[src/rtl/cond_unit.sv]
// cond_unit: condition evaluation and architectural flag register for the ARM
// single-cycle datapath, with an interlock for multi-cycle ALU ops whose flags
// arrive after the issue cycle.
//
// Ports:
//   clk, reset            clock, asynchronous active-high reset
//   Cond[3:0]             condition field of the instruction in execute
//   ALUFlags[3:0]         {N,Z,C,V} from the ALU (issue cycle or MultiDone cycle)
//   FlagW[1:0]            flag write mask: [1] -> N,Z  [0] -> C,V
//   PCS, RegW, MemW       unconditioned write requests
//   NoWrite               suppress register write (CMP/CMN/TST)
//   MultiStart            instruction launches a multi-cycle ALU op
//   MultiDone             multi-cycle op's ALUFlags are valid this cycle
//   PCSrc, RegWrite,      conditioned write enables
//   MemWrite
//   CondEx                condition passed (and not stalled)
//   Stall                 hold fetch/decode/execute this cycle
//   Flags[3:0]            current flag register {N,Z,C,V}
module cond_unit (
  input  logic       clk,
  input  logic       reset,
  input  logic [3:0] Cond,
  input  logic [3:0] ALUFlags,
  input  logic [1:0] FlagW,
  input  logic       PCS,
  input  logic       RegW,
  input  logic       MemW,
  input  logic       NoWrite,
  input  logic       MultiStart,
  input  logic       MultiDone,
  output logic       PCSrc,
  output logic       RegWrite,
  output logic       MemWrite,
  output logic       CondEx,
  output logic       Stall,
  output logic [3:0] Flags
);

  typedef enum logic {StIdle, StPending} state_e;

  state_e     r_state;
  state_e     w_state_d;
  logic [3:0] r_flags;
  logic [3:0] w_flags_d;
  logic [1:0] r_pend_w;
  logic [1:0] w_pend_w_d;

  logic w_n, w_z, w_c, w_v;
  logic w_cond_pass;

  assign w_n = r_flags[3];
  assign w_z = r_flags[2];
  assign w_c = r_flags[1];
  assign w_v = r_flags[0];

  // State register
  always_ff @(posedge clk or posedge reset) begin
    if (reset) begin
      r_state  <= StIdle;
      r_flags  <= 4'b0000;
      r_pend_w <= 2'b00;
    end else begin
      r_state  <= w_state_d;
      r_flags  <= w_flags_d;
      r_pend_w <= w_pend_w_d;
    end
  end

  // Next-state logic
  always_comb begin
    w_state_d  = r_state;
    w_flags_d  = r_flags;
    w_pend_w_d = r_pend_w;
    unique case (r_state)
      StIdle: begin
        // MultiDone is meaningless here; a simultaneous MultiStart wins.
        if (MultiStart) begin
          if (CondEx && (FlagW != 2'b00)) begin
            w_state_d  = StPending;
            w_pend_w_d = FlagW;
          end
        end else if (CondEx) begin
          if (FlagW[1]) w_flags_d[3:2] = ALUFlags[3:2];
          if (FlagW[0]) w_flags_d[1:0] = ALUFlags[1:0];
        end
      end
      StPending: begin
        // Only the deferred write lands here; any other flag writer is
        // either stalled or has FlagW == 00.
        if (MultiDone) begin
          if (r_pend_w[1]) w_flags_d[3:2] = ALUFlags[3:2];
          if (r_pend_w[0]) w_flags_d[1:0] = ALUFlags[1:0];
          w_pend_w_d = 2'b00;
          w_state_d  = StIdle;
        end
      end
      default: w_state_d = StIdle;
    endcase
  end

  // Output logic
  always_comb begin
    w_cond_pass = 1'b0;
    unique case (Cond)
      4'b0000: w_cond_pass = w_z;
      4'b0001: w_cond_pass = ~w_z;
      4'b0010: w_cond_pass = w_c;
      4'b0011: w_cond_pass = ~w_c;
      4'b0100: w_cond_pass = w_n;
      4'b0101: w_cond_pass = ~w_n;
      4'b0110: w_cond_pass = w_v;
      4'b0111: w_cond_pass = ~w_v;
      4'b1000: w_cond_pass = w_c & ~w_z;
      4'b1001: w_cond_pass = ~w_c | w_z;
      4'b1010: w_cond_pass = (w_n == w_v);
      4'b1011: w_cond_pass = (w_n != w_v);
      4'b1100: w_cond_pass = ~w_z & (w_n == w_v);
      4'b1101: w_cond_pass = w_z | (w_n != w_v);
      4'b1110: w_cond_pass = 1'b1;
      4'b1111: w_cond_pass = 1'b0;
      default: w_cond_pass = 1'b0;
    endcase

    // While flags are outstanding, only unconditional non-flag-setting
    // instructions may proceed.
    Stall = (r_state == StPending) && ((Cond != 4'b1110) || (FlagW != 2'b00));

    CondEx   = w_cond_pass & ~Stall;
    PCSrc    = PCS & CondEx;
    RegWrite = RegW & CondEx & ~NoWrite;
    MemWrite = MemW & CondEx;
    Flags    = r_flags;
  end

endmodule
[config.mk]
export PLATFORM = sky130hd
export DESIGN_NAME = cond_unit
export DESIGN_NICKNAME = d
export VERILOG_FILES = /design/src/rtl/cond_unit.sv
export SDC_FILE = /design/constraint.sdc
export NUM_CORES = 1
export LEC_CHECK = 0
export BUFFER_PORTS_ARGS = -buffer_cell sky130_fd_sc_hd__buf_2
export CORE_UTILIZATION = 40
export CTS_CLUSTER_SIZE = 20
export DETAILED_ROUTE_END_ITERATION = 10
export PLACE_DENSITY = 0.68
export SETUP_SLACK_MARGIN = 0.2
export SYNTH_ARGS = -nofsm -noshare
export SYNTH_HDL_FRONTEND = slang
export SYNTH_SLANG_ARGS = --single-unit
export TNS_END_PERCENT = 100
[constraint.sdc]
create_clock -name clk -period 2.1 [get_ports clk]
set_input_delay 0.315 -clock clk [delete_from_list [all_inputs] [get_ports clk]]
set_output_delay 0.315 -clock clk [all_outputs]
set_load 0.03 [all_outputs]
==> results by group, run 1 <==
STA
  – Final critical-path share of the clock period: 0.995
  – Worst Skew: 0.687 ps
  – Final hold viol count: 0
  – Relative slew slack: 0.730
  – Finish-stage setup viols: 0
  – Final Slew Violations: 0
  – RSZ-0062 raised after global routing: true
  – Worst slew pin tran: 405 ps
  – Final min period: 2090 ps
  – Smallest hold slack: 291 ps
  – Peak Freq: 478 MHz

Route
  – Antenna Nets Post-Route: 0
  – Final WL: 1.58 mm
  – Iter 0 DRT Violations: 13
  – Routed len/inst: 12.9 um
  – Vias per inst: 5.50
  – DR pass1 iterations: 4
  – Vias: 671
  – DRC errors left: 0

Floorplanning
  – Full die area: 0.00174 mm^2
  – Die X: 41.7 um
  – Starting density of the core: 0.455
  – Floorplan row count: 13
  – Die Ht: 41.7 um
  – Core box area: 0.00138 mm^2
  – Boundary Pins: 27

Critical path
  – Worst endpoint data arrival time: 1780 ps
  – Worst Setup SP: Flags[0]$_DFFE_PP0P_
  – Critical Path RT: 1780 ps
  – CP endpoint: RegWrite
  – Reg2reg start: Flags[0]$_DFFE_PP0P_
  – Setup CP Type: reg -> out
  – Crit start category: flip-flop
  – Worst Path Max Fanout: 5
  – Setup slack, reg-to-reg: 80 ps
  – CP endpoint kind: output port
  – Reg2reg end: Flags[0]$_DFFE_PP0P_
  – Reg2Reg Depth: 8

Synthesis
  – Synth top area share: 0.278
  – Ys async rst share: 1.00
  – Post-Syn Area per Cell: 8.99 um^2
  – Count leader, synth: dfrtp_1
  – Syn Nets: 88
  – Post-synthesis sequential area ratio: 0.278
  – Area of the mapped netlist: 629 um^2
  – Synth Flop Type: dfrtp_1
  – YS warnings: 0
  – Post-synthesis sequential element count: 7
  – Most frequent cells after synthesis: 7 x dfrtp_1, 5 x mux2_1, 5 x nand2_1, 5 x nand3_1, 5 x nor2b_1
  – Synth top area cells: dfrtp_1 28%, mux2_1 8.9%, nor2b_1 5.0%
  – Distinct cells, synth: 34
  – Post-synth EDFFs: 0
  – Synth Instances: 70
  – Cell taking the most area after synthesis: dfrtp_1

Final layout
  – Final cell count without fillers: 122
  – Filler cells: 106
  – Area grow syn2layout: 47.7%
  – Layout cell share with drive strength beyond 1: 0.523
  – Post-layout nets: 126
  – # diodes: 0
  – Finished Cell Area: 930 um^2

Global route
  – Vias in the first global route: 613
  – Tot GR Track Use: 0.190
  – Grt ovf: 0
  – Initial antenna violation count: 0
  – First-pass GRT wire length: 2.61 mm
  – Largest net degree at the start of global routing: 12

CTS
  – Num CTS Buffers: 3
  – Worst skew pair latency: 250 ps
  – Clock sinks: 7
  – Max Root-Sink Buffers: 2
  – Root Driver: clkbuf_4
  – CTS tree: yes
  – Clock slew at reported path FFs: 50 ps
  – H-tree depth: 1

Power and ir drop
  – Switching power: 0.000469 W
  – Sequential share of power: 0.252
  – Comb power frac: 0.635
  – Worst VDD drop: 0.000574 V
  – Power Internal: 0.000609 W
  – Switching part of the total: 0.435
  – Clock network power share: 0.112
  – Power Dens Cells: 1160 mW/mm^2
  – Pleak: 0.469 nW

Place
  – # port buffers: 26
  – Cell Area, Placed: 781 um^2
  – Gpl congestion: 0.788
  – Post-DP HPWL: 1.13 mm
  – # placed instances: 111

Worst hold path
  – Min-Delay Path Class: in -> reg

Job
  – Max_cap viols: 0

Run status
  – Status: completed
==> registers in the layout (all words and copies together) (netlist names) <==
register	count
r_pend_w	2
r_state	1
Flags	4
==> layer usage <==
metal  global-route usage  wire length, um  up-vias
met5                    0                0        -
met4                0.123               14        0
met3               0.0217               44        2
met2                0.294              748       13
met1                0.249              771      319
li1                     -                -      337
==> kinds of logic after synthesis <==
group	count (synthesis)	share of synthesized area
buffers and inverters	5	0.0497
and+or+nand+nor	29	0.270
AOI/OAI and AO/OA	21	0.260
DFF	7	0.278
xor gates and xnor gates	1	0.0139
muxes	7	0.127
==> power by group through the flow <==
stage          Clock, W  Sequential [W]  Combinational [W]
2_1_floorplan         0        0.000340           0.000321
3_3_place_gp          0        0.000267           0.000537
3_5_place_dp          0        0.000270           0.000539
4_1_cts        0.000125        0.000275           0.000615
5_1_grt        0.000130        0.000285           0.000734
6_report       0.000121        0.000272           0.000685
==> what timing repair did <==
action,CTS,global route
hold buffers,1,0
gates resized for setup,14,5
pin swaps,7,9
setup endpoints to repair,8,8
buffers inserted,3,3
hold endpoints to repair,7,0
==> layout by cell type (no fill, tap or decap), types with 2 or more instances in the layout <==
master,n
o211ai_1,2
nand2_1,3
buf_6,5
o211a_1,3
dfrtp_1,5
nand2_2,2
nor2_1,3
dfrtp_2,2
mux2_4,4
a21oi_1,2
clkbuf_4,3
buf_4,8
nor2b_1,5
nand3_1,5
nand3_2,2
nor3_1,2
nand3b_1,3
a21oi_2,3
inv_1,2
buf_2,22
==> critical path: stages, from the launching register on <==
cell and delay, ps:
dfrtp_2 420, xor2_2 220, a2bb2oi_2 200, mux2i_2 290, nand2_2 120, o2111a_2 150
buf_6 130
==> how the worst min path moves through the flow <==
stage / from / end / slack (ps) / depth (start not counted)
after floorplan: reset / Flags[1]$_DFFE_PP0P_ / 120 / 1
after global placement: reset / Flags[2]$_DFFE_PP0P_ / 250 / 2
after detailed placement: reset / Flags[2]$_DFFE_PP0P_ / 260 / 2
after CTS: ALUFlags[3] / Flags[3]$_DFFE_PP0P_ / 280 / 2
after global routing: ALUFlags[0] / Flags[0]$_DFFE_PP0P_ / 300 / 2
final: ALUFlags[0] / Flags[0]$_DFFE_PP0P_ / 290 / 2
==> through the flow <==
stage	util	worst slack, ps	power [W]	setup TNS, ps
finish	0.672	9.86	0.00108	0
global route	0.672	-77.5	0.00115	-305
CTS	0.643	3.95	0.00101	0
detailed placement	0.565	64.6	0.000809	0
global placement	0.565	105	0.000803	0
floorplan	-	131	0.000661	0
==> area by class of cell <==
| cell class | instances | area (um^2) | share of cell area |
|---|---|---|---|
| Clock buffer | 4 | 26.3 | 0.0283 |
| Inverter | 2 | 7.51 | 0.00808 |
| Multi-Input combinational cell | 58 | 463 | 0.498 |
| Sequential cell | 7 | 178 | 0.191 |
| Tap cell | 15 | 18.8 | 0.0202 |
| Timing Repair Buffer | 36 | 236 | 0.254 |
Note: power is estimated with default switching activity, not from simulation.
==> inputs of run 2 (changes only) <==
Settings changed: ABC_AREA from default to 1.
==> results by group, run 2 <==
Global route
  – Largest net degree at the start of global routing: 8
  – Vias in the first global route: 730
  – Initial antenna violation count: 0
  – First-pass GRT wire length: 2.74 mm
  – Tot GR Track Use: 0.199
  – Grt ovf: 0

Worst hold path
  – Min-Delay Path Class: in -> reg

Route
  – Final WL: 1.65 mm
  – Vias: 794
  – Vias per inst: 4.75
  – Antenna Nets Post-Route: 0
  – DRC errors left: 0
  – DR pass1 iterations: 4
  – Met3 wire length: 62 um
  – Metal1 wirelength: 684 um
  – Routed len/inst: 9.86 um
  – Top layer in use: met4
  – Iter 0 DRT Violations: 13
  – Met2 WL: 883 um

Floorplanning
  – Core box area: 0.00151 mm^2
  – Full die area: 0.00176 mm^2
  – Die X: 42.0 um
  – Die Ht: 42.0 um
  – Boundary Pins: 27
  – Starting density of the core: 0.424
  – Floorplan row count: 14

Synthesis
  – Post-synthesis sequential area ratio: 0.274
  – Cell taking the most area after synthesis: dfrtp_1
  – Post-Syn Area per Cell: 5.61 um^2
  – YS warnings: 0
  – Synth Flop Type: dfrtp_1
  – Synth Instances: 114
  – Most frequent cells after synthesis: 43 x nand2_1, 17 x nor2_1, 16 x nand3_1
  – Synth top area cells: dfrtp_1 27%, nand2_1 25%, nand3_1 13%
  – Synth top area share: 0.274
  – Count leader, synth: nand2_1
  – Post-synth EDFFs: 0
  – Ys async rst share: 1.00
  – Area of the mapped netlist: 639 um^2
  – Post-synthesis sequential element count: 7
  – Syn Nets: 132
  – Distinct cells, synth: 15

Power and ir drop
  – Power Internal: 0.000504 W
  – Power Dens Cells: 1130 mW/mm^2
  – Comb power frac: 0.627
  – Worst VDD drop: 0.000633 V
  – Clock network power share: 0.119
  – Pleak: 0.541 nW
  – Switching power: 0.000511 W
  – Sequential share of power: 0.254
  – Switching part of the total: 0.503

Place
  – Cell Area, Placed: 797 um^2
  – Gpl congestion: 0.919
  – Post-DP HPWL: 1.26 mm
  – # port buffers: 26
  – # placed instances: 156

STA
  – Worst Skew: 3.81 ps
  – RSZ-0062 raised after global routing: true
  – Smallest hold slack: 260 ps
  – Worst slew pin tran: 311 ps
  – Relative slew slack: 0.790
  – Final hold viol count: 0
  – Final min period: 2060 ps
  – Final Slew Violations: 0
  – Final critical-path share of the clock period: 0.979
  – Peak Freq: 486 MHz
  – TNS Setup: 0 ps
  – Finish-stage setup viols: 0

CTS
  – Max Root-Sink Buffers: 2
  – CTS tree: yes
  – Num CTS Buffers: 3
  – H-tree depth: 1
  – Worst skew pair latency: 250 ps
  – Root Driver: clkbuf_4
  – Clock sinks: 7
  – Clock slew at reported path FFs: 50 ps

Final layout
  – Final cell count without fillers: 167
  – Area grow syn2layout: 41.1%
  – Finished Cell Area: 902 um^2
  – Post-layout nets: 170
  – Most frequent cells in the layout: 40 x nand2_1, 23 x buf_2, 17 x nor2_1
  – Layout cell share with drive strength beyond 1: 0.358
  – Commonest non-fill, non-tap cell in the layout: nand2_1
  – Filler cells: 152
  – Max reg flops: 4
  – Fin util: 0.599
  – # diodes: 0

Job
  – Max_cap viols: 0

Critical path
  – Worst endpoint data arrival time: 1740 ps
  – CP endpoint kind: output port
  – Critical Path RT: 1780 ps
  – Setup CP Type: reg -> out
  – Worst Path Max Fanout: 4
  – Crit start category: flip-flop

Run status
  – Status: completed
-- run 2: changes by cell type after synthesis, moves of 3 or more --
cell      before  now
nor2b_1        5    0
o211a_1        3    0
nand2_2        0    4
a21oi_1        4    1
nand3b_1       3    0
nor2_1         3   17
nand2_1        5   43
nand4_1        0    3
mux2_1         5    0
inv_1          2   13
nand3_1        5   16
-- run 2: cells by family after synthesis --
kind of cell / count (synthesis) / synth area share
compound gates: 4 / 0.0411
buf+inv: 16 / 0.0939
flops: 7 / 0.274
simple gates: 87 / 0.591
-- run 2: what timing repair did --
action                                 in CTS  in global routing
hold buffers                                1                  0
endpoints found under the hold margin       7                  0
setup endpoints to repair                   4                  4
gates resized for setup                     7                  3
buffers inserted                            4                  2
pin swaps                                   3                  4
-- run 2: worst paths after layout --
kind / startpoint / to / slack [ps] / depth (start not counted)
setup / recovery: Flags[0]$_DFFE_PP0P_ / RegWrite / 40 / 14
hold / removal: MultiDone / r_state$_DFF_PP0_ / 260 / 2
setup reg to reg: Flags[3]$_DFFE_PP0P_ / r_pend_w[0]$_DFFE_PP0P_ / 520 / 13
hold reg to reg: r_pend_w[1]$_DFFE_PP0P_ / r_pend_w[1]$_DFFE_PP0P_ / 500 / 2
max in group asynchronous: reset / Flags[3]$_DFFE_PP0P_ / 1330 / 3
min in group asynchronous: reset / Flags[1]$_DFFE_PP0P_ / 540 / 3
-- run 2: per-layer routing --
layer / up-vias / GRT usage
li1: 427 / -
met3: 2 / 0.0603
met1: 345 / 0.227
met2: 20 / 0.363
met5: - / 0
met4: 0 / 0.0387
-- run 2: cell type report --
cell class	instances	area (um^2)	share of cell area
multi-input cells	91	422	0.467
repair buffers	33	196	0.218
flip-flops and latches	7	178	0.197
inverters	16	60.1	0.0666
clock buffers	4	26.3	0.0291
well taps	16	20.0	0.0222
-- run 2: power by group through the flow --
stage / logic, W / clock network, W / registers [W]
floorplan: 0.000333 / 0 / 0.000315
global placement: 0.000524 / 0 / 0.000258
detailed placement: 0.000528 / 0 / 0.000259
CTS: 0.000602 / 0.000126 / 0.000253
global route: 0.000708 / 0.000132 / 0.000265
finish: 0.000636 / 0.000121 / 0.000258
-- run 2: critical path, cell delays in order, from the launching register on --
cell      delay [ps]
dfrtp_2          430
inv_2             90
nand2_2           60
nand2_1           60
nand2_1           50
nand2_1           60
nor2_1            40
nand2_1           80
inv_2             50
a21boi_2         160
nand2_2           90
inv_2             70
nand2_2           60
nor2_4            70
buf_6            130
-- run 2: stage by stage --
stage / total power, W / worst slack (ps)
floorplan: 0.000648 / 181
global placement: 0.000782 / 108
detailed placement: 0.000787 / 111
CTS: 0.000981 / 58.5
global route: 0.00110 / -80.8
finish: 0.00102 / 44.1
